--- src/rtl/gate_cmd_receiver.sv ---
// Receives addressed gate-pattern bytes from uart_rx and applies them to six gate drives
// on each shoot edge, with dead-time and a watchdog. Optional echo to uart_tx: GATE_ECHO_EN.
module gate_cmd_receiver #(
  parameter logic [1:0] MODULE_ID = 2'd0,
  parameter int         DEADTIME  = 48,
  parameter int         TIMEOUT   = 4800000
) (
  input  logic       clk,
  input  logic       reset,
  input  logic [7:0] data_received,
  input  logic       rx_done,
  input  logic       parity_error,
  input  logic       shoot,
`ifdef GATE_ECHO_EN
  input  logic       tx_busy,
  output logic [7:0] data_to_tx,
  output logic       start_tx,
`endif
  output logic [5:0] gate,
  output logic       armed,
  output logic       frame_err,
  output logic       fault,
  output logic [1:0] state_dbg
);

  localparam int DT_W = (DEADTIME > 0) ? $clog2(DEADTIME + 1) : 1;
  localparam int WD_W = $clog2(TIMEOUT + 1);

  typedef enum logic [1:0] {
    IDLE  = 2'd0,
    DEAD  = 2'd1,
    RUN   = 2'd2,
    FAULT = 2'd3
  } state_t;

  state_t            state, state_d;
  logic [5:0]        shadow;
  logic [5:0]        next_q, next_d;
  logic [5:0]        gate_d;
  logic [DT_W-1:0]   cnt, cnt_d;
  logic [WD_W-1:0]   wd, wd_d;
  logic              fault_d;
  logic              take;
  logic              launch;

  // Byte interface: rx_done is a valid strobe with no ready; a byte is consumed
  // in the cycle rx_done=1 and parity_error qualifies that same cycle.
  logic addr_hit, both_on, accept, reject;
  assign addr_hit = (data_received[7:6] == MODULE_ID);
  assign both_on  = (data_received[0] & data_received[1]) |
                    (data_received[2] & data_received[3]) |
                    (data_received[4] & data_received[5]);
  assign accept   = rx_done & ~parity_error & addr_hit & ~both_on;
  assign reject   = rx_done & (parity_error | (addr_hit & both_on));

  always_ff @(posedge clk) begin
    if (reset) begin
      shadow    <= '0;
      armed     <= 1'b0;
      frame_err <= 1'b0;
    end else begin
      if (accept) shadow <= data_received[5:0];
      // A byte arriving with a shoot still leaves a pattern pending for the next shoot.
      if (accept)    armed <= 1'b1;
      else if (take) armed <= 1'b0;
      if (accept)      frame_err <= 1'b0;
      else if (reject) frame_err <= 1'b1;
    end
  end

  logic s_meta, s_sync, s_prev, rise_q;
  always_ff @(posedge clk) begin
    if (reset) begin
      s_meta <= 1'b0;
      s_sync <= 1'b0;
      s_prev <= 1'b0;
      rise_q <= 1'b0;
    end else begin
      s_meta <= shoot;
      s_sync <= s_meta;
      s_prev <= s_sync;
      rise_q <= s_sync & ~s_prev;
    end
  end

  always_comb begin
    state_d = state;
    gate_d  = gate;
    next_d  = next_q;
    cnt_d   = cnt;
    wd_d    = wd;
    fault_d = fault;
    take    = 1'b0;
    launch  = 1'b0;
    case (state)
      IDLE: begin
        gate_d = '0;
        if (rise_q && armed) launch = 1'b1;
      end
      DEAD: begin
        if (cnt <= DT_W'(1)) begin
          gate_d  = next_q;
          wd_d    = '0;
          state_d = RUN;
        end else begin
          cnt_d = cnt - DT_W'(1);
        end
      end
      RUN: begin
        if (rise_q) begin
          wd_d = '0;
          if (armed) launch = 1'b1;
        end else if (wd == WD_W'(TIMEOUT - 1)) begin
          gate_d  = '0;
          fault_d = 1'b1;
          state_d = FAULT;
        end else begin
          wd_d = wd + WD_W'(1);
        end
      end
      FAULT: begin
        gate_d  = '0;
        fault_d = 1'b1;
      end
      default: state_d = IDLE;
    endcase
    // Bits turning off drop at once; bits turning on wait out the dead-time.
    if (launch) begin
      take   = 1'b1;
      next_d = shadow;
      if (DEADTIME == 0) begin
        gate_d  = shadow;
        wd_d    = '0;
        state_d = RUN;
      end else begin
        gate_d  = gate & shadow;
        cnt_d   = DT_W'(DEADTIME);
        state_d = DEAD;
      end
    end
  end

  always_ff @(posedge clk) begin
    if (reset) begin
      state  <= IDLE;
      gate   <= '0;
      next_q <= '0;
      cnt    <= '0;
      wd     <= '0;
      fault  <= 1'b0;
    end else begin
      state  <= state_d;
      gate   <= gate_d;
      next_q <= next_d;
      cnt    <= cnt_d;
      wd     <= wd_d;
      fault  <= fault_d;
    end
  end

  assign state_dbg = state;

`ifdef GATE_ECHO_EN
  logic [7:0] echo_buf;
  logic       echo_pend;
  always_ff @(posedge clk) begin
    if (reset) begin
      echo_buf   <= '0;
      echo_pend  <= 1'b0;
      data_to_tx <= '0;
      start_tx   <= 1'b0;
    end else begin
      start_tx <= 1'b0;
      if (accept) begin
        echo_buf  <= data_received;
        echo_pend <= 1'b1;
      end else if (echo_pend && !tx_busy && !start_tx) begin
        // Skip the cycle right after a start so tx_busy has time to rise.
        data_to_tx <= echo_buf;
        start_tx   <= 1'b1;
        echo_pend  <= 1'b0;
      end
    end
  end
`endif

endmodule

--- config.mk ---
export PLATFORM = sky130hd
export DESIGN_NAME = gate_cmd_receiver
export DESIGN_NICKNAME = d
export VERILOG_FILES = /design/src/rtl/gate_cmd_receiver.sv
export SDC_FILE = /design/constraint.sdc
export NUM_CORES = 1
export LEC_CHECK = 0
export CAP_MARGIN = 20
export CORE_AREA = 4 4 82 84
export DETAILED_ROUTE_END_ITERATION = 8
export DIE_AREA = 0 0 86 88
export HOLD_SLACK_MARGIN = 0.1
export PLACE_DENSITY_LB_ADDON = 0.05
export SLEW_MARGIN = 20
export SYNTH_ARGS = -nofsm -noshare
export SYNTH_HDL_FRONTEND = slang
export SYNTH_SLANG_ARGS = --single-unit
--- constraint.sdc ---
create_clock -name clk -period 3.5 [get_ports clk]
set_input_delay 1.05 -clock clk [delete_from_list [all_inputs] [get_ports clk]]
set_output_delay 1.05 -clock clk [all_outputs]
set_load 0.05 [all_outputs]
==> results.sh <==
export IMPL_dpl_hpwl_um=4230
export IMPL_cpPeakStageDelay_ps=840
export IMPL_drt_initial_drc_count=125
export IMPL_synth_warnings=0
export IMPL_period_share_pct=74.9
export IMPL_synth_edf_count=0
export IMPL_internal_power_uw=839
export IMPL_hp_class="flop to flop"
export IMPL_track_usage_pct=16.5
export IMPL_grt_overflow_total=0
export IMPL_required_ps=2450
export IMPL_grt_pass1_wl_um=9890
export IMPL_synthSimpleGateAreaFrac_pct=27.1
export IMPL_core_um2=5920
export IMPL_clk_path_buf_depth=2
export IMPL_place_congestion=0.882
export IMPL_start_util_pct=43.9
export IMPL_synth_nets=317
export IMPL_reg2reg_depth=6
export IMPL_antenna_found_initial=0
export IMPL_io_buffers=23
export IMPL_htreeDepth=2
export IMPL_cts_setup_buffers=0
export IMPL_drt_total_wl_um=5870
export IMPL_critical_path_buf_inv_count=1
export IMPL_synth_adder_area_share_pct=1.44
export IMPL_cts_root_buf="clkbuf_8"
export IMPL_row_count=28
export IMPL_cp_end_kind="primary output"
export IMPL_seq_power_share_pct=60.2
export IMPL_holdWs_ps=392
export IMPL_worstSkewPairLatency_ps=310
export IMPL_rsz0062_at_grt="no"
export IMPL_cts_tree="done"
export IMPL_p_sw_share_pct=21.4
export IMPL_grt_pass1_vias=2056
export IMPL_synth_top_family_by_area="simple AND/OR/NAND/NOR gates"
export IMPL_synthFlopType="dfxtp_1"
export IMPL_wire_per_inst_um=14.8
export IMPL_synth_area_leader_cell="dfxtp_1"
export IMPL_cp_depth=1
export IMPL_fin_crit_ps=2620
export IMPL_holdPathStages=1
export IMPL_worstMarginPinSlew_ps=552
export IMPL_final_area_um2=2980
export IMPL_post_route_util_pct=50.4
export IMPL_crit_chain="clkdlybuf4s50_1"
export IMPL_holdBufCountCts=0
export IMPL_syn_area_per_cell_um2=8.64
export IMPL_dieArea_um2=7570
export IMPL_boundaryPins=24
export IMPL_cp_max_fo=7
export IMPL_maxCapViolations=0
export IMPL_area_delta_synth_final_pct=14.6
export IMPL_worst_slack_ps=878
export IMPL_cts_sink_count=56
export IMPL_p_switching_uw=228
export IMPL_cts_repair_resized=0
export IMPL_arrival_ps=1570
export IMPL_ys_seq_area_share_pct=43.1
export IMPL_yosysTopAreaCellShare_pct=43.1
export IMPL_p_per_area_nw_per_um2=358
export IMPL_totalPowerFinal_mw=1.07
export IMPL_die_h_um=88
export IMPL_path_clk_slew_ps=100
export IMPL_critical_path_class="flop to primary output"
export IMPL_fin_setup_tns_ps=0
export IMPL_slew_violations=0
export IMPL_n_antenna_cell=0
export IMPL_setup_violations=0
export IMPL_layout_drive_gt1_share_pct=7.76
export IMPL_synth_cells=301
export IMPL_cts_buffers=5
export IMPL_ant_nets=0
export IMPL_via_count=2192
export IMPL_ir_drop_uv=190
export IMPL_synth_compound_area_share_pct=19.2
export IMPL_synthXorXnorAreaFrac_pct=2.69
export IMPL_max_freq_ghz=0.381
export IMPL_synthMuxAreaShare_pct=3.46
export IMPL_placed_area_um2=2890
export IMPL_syn_area_um2=2600
export IMPL_die_w_um=86
export IMPL_vias_per_cell=5.52
export IMPL_post_place_cells=390
export IMPL_async_flop_share_pct=0
export IMPL_route_detailed_drc=0
export IMPL_p_comb_share_pct=4.2
export IMPL_stdcell_count=397
export IMPL_synth_seq_cells=56
export IMPL_place_ws_ps=788
export IMPL_finClkSkew_ps=6.91
export IMPL_synth_area_top_cells="dfxtp_1 (43%), nand2_1 (5.1%), nor2_1 (4.5%)"
export IMPL_final_nets=338
export IMPL_cp_start_kind="flop"
export IMPL_grt_max_degree=23
export IMPL_firstDrtPassIters=4
export IMPL_synth_distinct_cells=53
export IMPL_outcome="complete, no violations"
export IMPL_cp_slowest_cell="clkdlybuf4s50_1"
export IMPL_p_leak_nw=1.12
export IMPL_timing_final_hold_violations=0
export IMPL_power_frac_clock_pct=35.6
export IMPL_cp_top_family="buffers and inverters"
export IMPL_slew_headroom_pct=62.8
[kinds of logic after synthesis]
kind of cell / after synthesis
simple gates: 139
compound gates: 70
flops: 56
buf+inv: 16
mux: 9
xor+xnor: 8
fa+ha+maj: 3
[final timing paths]
check / from / end / slack [ps]
max reg2reg: wd[0]$_SDFFE_PP0P_ / wd[20]$_SDFFE_PP0P_ / 1200
min reg2reg: s_prev$_SDFF_PP0_ / rise_q$_SDFF_PP0_ / 390
min: s_prev$_SDFF_PP0_ / rise_q$_SDFF_PP0_ / 390
max: state_dbg[0]$_SDFFE_PP0P_ / state_dbg[0] / 880
[per-layer routing]
metal | share of wire [%] | wire length (µm) | track usage [%] | up-vias
met2 | 46 | 2680 | 26.3 | 36
met3 | 3.7 | 215 | 3.95 | 10
met5 | 0 | 0 | 0 | -
li1 | - | - | - | 1123
met4 | 1.5 | 86 | 6.04 | 0
met1 | 49 | 2890 | 21.7 | 1023
[cells in the final DEF (no fill, tap or decap), types with 2 or more instances in the layout]
cell type / instances
a21oi_1: 21
nand4_1: 5
nor4_1: 3
a21o_1: 3
a22oi_1: 2
o21a_1: 6
clkdlybuf4s50_1: 23
a31oi_1: 6
or4_4: 2
dfxtp_1: 56
xnor2_1: 4
nor2_1: 31
xor2_1: 4
or3_1: 2
clkbuf_8: 7
a22o_1: 10
or2_2: 2
nand2_1: 35
a211oi_1: 2
nand2b_1: 3
a211o_1: 3
o21ai_0: 6
mux2i_1: 9
ha_1: 3
nand3_1: 20
nor2b_1: 5
nor3_1: 7
and3_1: 12
nor2_2: 2
buf_4: 3
inv_1: 4
[sequential cells by signal (all words and copies together), names as in the netlist]
signal     cells
s_meta         1
shadow         6
armed          1
cnt            6
state_dbg      2
next_q         6
gate           6
fault          1
rise_q         1
s_sync         1
s_prev         1
frame_err      1
wd            23
[final cells by class]
class                   instances  area, µm²
multi-input cells             229       1400
inverters                       4       15.0
well taps                      75       93.8
fillers                       577       2940
clock buffers                   7       96.3
flip-flops and latches         56       1120
repair buffers                 26        253
[cells in the mapped netlist (2+ instances only)]
master / n
inv_1: 4
nand3_1: 20
nor4_1: 3
nor2b_1: 5
nand2b_1: 3
or3_1: 2
ha_1: 3
nor2_2: 2
o21a_1: 6
xor2_1: 4
nor3_1: 7
buf_6: 2
nand2_1: 35
dfxtp_1: 56
a211o_1: 3
a22oi_1: 2
xnor2_1: 4
a21o_1: 3
a22o_1: 10
or4_4: 2
clkbuf_1: 8
a211oi_1: 2
and3_1: 12
o21ai_0: 6
nand4_1: 5
a21oi_1: 21
mux2i_1: 9
a31oi_1: 6
nor2_1: 31
or2_2: 2
[power by group through the flow]
stage	sequential, mW	combinational (mW)	clock (mW)
3_3_place_gp	0.657	0.0451	0
2_1_floorplan	0.661	0.0199	0
5_1_grt	0.643	0.0485	0.419
4_1_cts	0.643	0.0456	0.396
3_5_place_dp	0.657	0.0456	0
6_report	0.642	0.0448	0.380
(Power assumes the default switching activity.)
==> variant 1, RTL diff (same flow settings) <==
Build with the macro `GATE_ECHO_EN` defined.
--- a/src/rtl/gate_cmd_receiver.sv
+++ b/src/rtl/gate_cmd_receiver.sv
@@ -2,2 +2,4 @@
 // on each shoot edge, with dead-time and a watchdog. Optional echo to uart_tx: GATE_ECHO_EN.
+`define GATE_ECHO_EN
+
 module gate_cmd_receiver #(
Ports: changed (added data_to_tx, start_tx and tx_busy); port bits go from 24 to 34. No check against the original RTL was run, so the function may have changed too.
==> variant 1 against the original RTL <==
Worst setup slack got worse by 0.13 ns. Global-route usage rose by 3.9 points. Non-clock buffer count is 10 higher. First-iteration DRC count down 14%. Hold slack hardly changed. Highest routed layer unchanged. Wire length rose by 23%. Area after synthesis increased by 18%. Total power up 40%. Largest power group unchanged. Largest cell class unchanged. Count of clock-buffer cells in the layout up 5. Final area is 22% higher. Sequential cell count is 12 higher.
==> variant 1: results <==
export IMPL_pg_clk_uw=662
export IMPL_nNetsFinal=393
export IMPL_p_sw_uw=326
export IMPL_hold_slack_ns=0.391
export IMPL_wl_met2_um=3520
export IMPL_synth_mux_area_fraction_pct=0
export IMPL_outcome="completed"
export IMPL_wl_met3_um=315
export IMPL_crit_path_max_fanout=10
export IMPL_clk_pin_slew_ns=0.07
export IMPL_p_leak_nw=1.25
export IMPL_grt_pass1_vias=2612
export IMPL_ys_seq_area_share_pct=44.3
export IMPL_wl_met1_um=3310
export IMPL_peakVddDrop_uv=298
export IMPL_endpoint="data_to_tx[2]"
export IMPL_syn_area_per_cell_um2=9.06
export IMPL_yosys_top_cells_count="dfxtp_1, nand2_1, a21oi_1"
export IMPL_finClkSkew_ns=0.00362
export IMPL_first_iter_violations=107
export IMPL_cts_buffers=9
export IMPL_dp_cells=436
export IMPL_dpl_hpwl_um=5140
export IMPL_grt_max_degree=18
export IMPL_internal_power_mw=1.17
export IMPL_viasPerCell=5.90
export IMPL_synth_cell_types=55
export IMPL_comb_power_uw=51.0
export IMPL_grt_usage_pct=20.4
export IMPL_netlist_top_cells_area="dfxtp_1, nand2_1, a22o_1"
export IMPL_r2r_slack_ns=1.02
export IMPL_placed_area_um2=3440
export IMPL_dp_slack_ns=0.401
## variant 1: cell count changes after synthesis, sizes merged, moves of 8 or more
cell | unedited run | this run
and3 | 12 | 4
dfxtp | 56 | 68
mux2i | 9 | 0
nand3 | 21 | 13
nor2 | 33 | 21
or3 | 2 | 11
## variant 1: area by class of cell
| type | count | area, um^2 |
|---|---|---|
| Sequential cell | 68 | 1360 |
| Timing Repair Buffer | 36 | 353 |
| Clock buffer | 12 | 155 |
| Inverter | 9 | 33.8 |
| Multi-Input combinational cell | 248 | 1600 |
| Fill cell | 553 | 2280 |
| Tap cell | 75 | 93.8 |
| Clock inverter | 4 | 47.5 |
## variant 1: metal layers
layer / vias to the layer above / global-route usage [%]
li1: 1330 / -
met1: 1266 / 25.5
met2: 64 / 34.5
met3: 7 / 3.95
met4: 0 / 8.06
met5: - / 0
## variant 1: worst max-delay path, cell delays in order
cell,delay (ns)
clkdlybuf4s50_1,0.50
a222oi_1,0.09
nand4b_1,0.21
nor2b_1,0.57
and3_1,0.43
a22o_1,0.19
==> variant 2, RTL diff (same settings) <==
Made on the original files. Put one more register stage on the output `state_dbg`, cleared by the reset. The value now appears one clock later. The other outputs are not delayed to match.
--- a/src/rtl/gate_cmd_receiver.sv
+++ b/src/rtl/gate_cmd_receiver.sv
@@ -160,3 +160,9 @@
 
-  assign state_dbg = state;
+  always_ff @(posedge clk) begin
+    if (reset) begin
+      state_dbg <= '0;
+    end else begin
+      state_dbg <= state;
+    end
+  end
 
Function: changed (Yosys sat finds a counterexample within 10 cycles, from zero or initial values and one cycle with reset high).
==> variant 2 against the original RTL <==
Sequential cell count is 2 higher. Wire length increased by 3.2%. Final area up 7.1%. Critical path type is now flop to flop. Core utilization up 3.6 points. Worst setup slack lost 0.021 ns. Area after synthesis increased by 5.3%. Combinational power increased by 5.8%. Total power rose by 26%. Final cell count rose by 5.3%.
==> variant 2: results <==
export IMPL_dpl_hpwl_um=4200
export IMPL_place_congestion=0.748
export IMPL_syn_instance_count=319
export IMPL_grt_pass1_vias=2233
export IMPL_r2r_start="cnt[0]"
export IMPL_p_leak_nw=1.12
export IMPL_post_cts_buffers=0
export IMPL_clockBufferDepth=2
export IMPL_largest_reg_flops=23
export IMPL_hp_class="flop to flop"
export IMPL_netlist_top_cells_area="dfxtp_1, nand2_1, a21oi_1"
export IMPL_internal_power_mw=1.06
export IMPL_outcome="completed"
export IMPL_detail_route_antenna_nets=0
export IMPL_nNetsFinal=354
export IMPL_cts_resized=0
export IMPL_r2r_end="wd[8]"
export IMPL_clockRootBuffer="clkbuf_8"
export IMPL_antenna_found_initial=0
export IMPL_crit_path_max_fanout=14
export IMPL_slew_headroom_pct=45.5
export IMPL_dr_pass1_iters=4
export IMPL_cpMaxStageDelayCell="nor2_1"
export IMPL_reg2reg_depth=7
export IMPL_die_w_um=86
export IMPL_arrival_ns=2.90
export IMPL_cp_slowest_stage_delay_ns=0.69
export IMPL_first_iter_violations=124
export IMPL_drt_wl_total_um=6060
export IMPL_yosys_top_cells_count="dfxtp_1, nand2_1, a21oi_1"
export IMPL_clk_pin_slew_ns=0.06
export IMPL_synth_nets=335
export IMPL_grt_usage_pct=17.5
export IMPL_hold_depth=1
export IMPL_ys_warn_count=0
export IMPL_htreeDepth=3
export IMPL_synth_cell_types=51
export IMPL_async_reset_ff_share_pct=0
export IMPL_diodes=0
export IMPL_peakVddDrop_uv=202
export IMPL_placed_area_um2=3000
export IMPL_viasPerCell=5.66
export IMPL_r2r_slack_ns=0.86
export IMPL_place_port_buffers=23
export IMPL_final_layout_size_suffix_gt1_share_pct=9.91
export IMPL_hp_start="s_prev"
export IMPL_dp_cells=402
export IMPL_grt_max_degree=30
export IMPL_finClkSkew_ns=0.00523
export IMPL_ys_seq_area_share_pct=42.4
export IMPL_cts_buffers=9
export IMPL_hold_end="rise_q"
export IMPL_vias=2366
export IMPL_insertion_delay_ns=0.33
export IMPL_largest_register="wd"
export IMPL_grt_pass1_wl_um=10400
==> variant 2: kinds of logic (layout without fill, tap and decap cells) <==
| kind of cell | Yosys count | count (layout) | share of synthesized area (%) |
|---|---|---|---|
| AND/OR/NAND/NOR | 143 | 143 | 28.6 |
| AO/OA/AOI/OAI | 77 | 77 | 18.4 |
| flip-flops | 58 | 58 | 42.4 |
| buffers and inverters | 23 | 47 | 4.16 |
| multiplexers | 8 | 8 | 2.92 |
| XOR/XNOR | 7 | 7 | 2.24 |
| adder cells (fa/ha/maj) | 3 | 3 | 1.37 |
==> variant 2: critical path, delay by kind of cell, from the launching register on <==
| family | cells | cell delay, ns |
|---|---|---|
| buf+inv | 1 | 0.06 |
| fa+ha+maj | 1 | 0.22 |
| simple gates | 4 | 1.65 |
| compound gates | 1 | 0.24 |
| flops | 1 | 0.39 |
==> variant 2: worst max-delay path by stage <==
stage	from	end	slack, ns	depth (start not counted)
after floorplan	reset	wd[10]	1.34	4
after global placement	reset	wd[3]	0.63	4
after detailed placement	reset	wd[3]	0.56	4
after CTS	cnt[0]	wd[8]	0.81	7
after global routing	cnt[0]	wd[5]	0.58	7
final	cnt[0]	wd[8]	0.86	7
==> variant 2: area by class of cell <==
cell class | instances | area (um^2)
Clock inverter | 2 | 35.0
Sequential cell | 58 | 1160
Multi-Input combinational cell | 238 | 1470
Inverter | 5 | 18.8
Timing Repair Buffer | 26 | 253
Clock buffer | 14 | 163
Tap cell | 75 | 93.8
Fill cell | 575 | 2730
==> variant 2: per-stage QoR <==
step	hold WS, ns	setup slack (ns)
detailed placement	0.372	0.557
CTS	0.380	0.812
global route	0.406	0.578
finish	0.379	0.857
floorplan	0.367	1.34
global placement	0.371	0.630
==> variant 2: power by group through the flow <==
| stage | Combinational, mW | Clock, mW | Sequential, mW |
|---|---|---|---|
| after global placement | 0.0476 | 0 | 0.686 |
| after floorplan | 0.0229 | 0 | 0.689 |
| after global routing | 0.0528 | 0.672 | 0.672 |
| final | 0.0474 | 0.624 | 0.672 |
| after CTS | 0.0482 | 0.639 | 0.672 |
| after detailed placement | 0.0481 | 0 | 0.687 |
==> variant 2: per-layer routing <==
layer	track usage, %	vias to the layer above	routed length, um
li1	-	1211	-
met1	22.5	1098	2900
met2	27.2	45	2820
met3	4.70	12	246
met4	8.35	0	97
met5	0	-	0
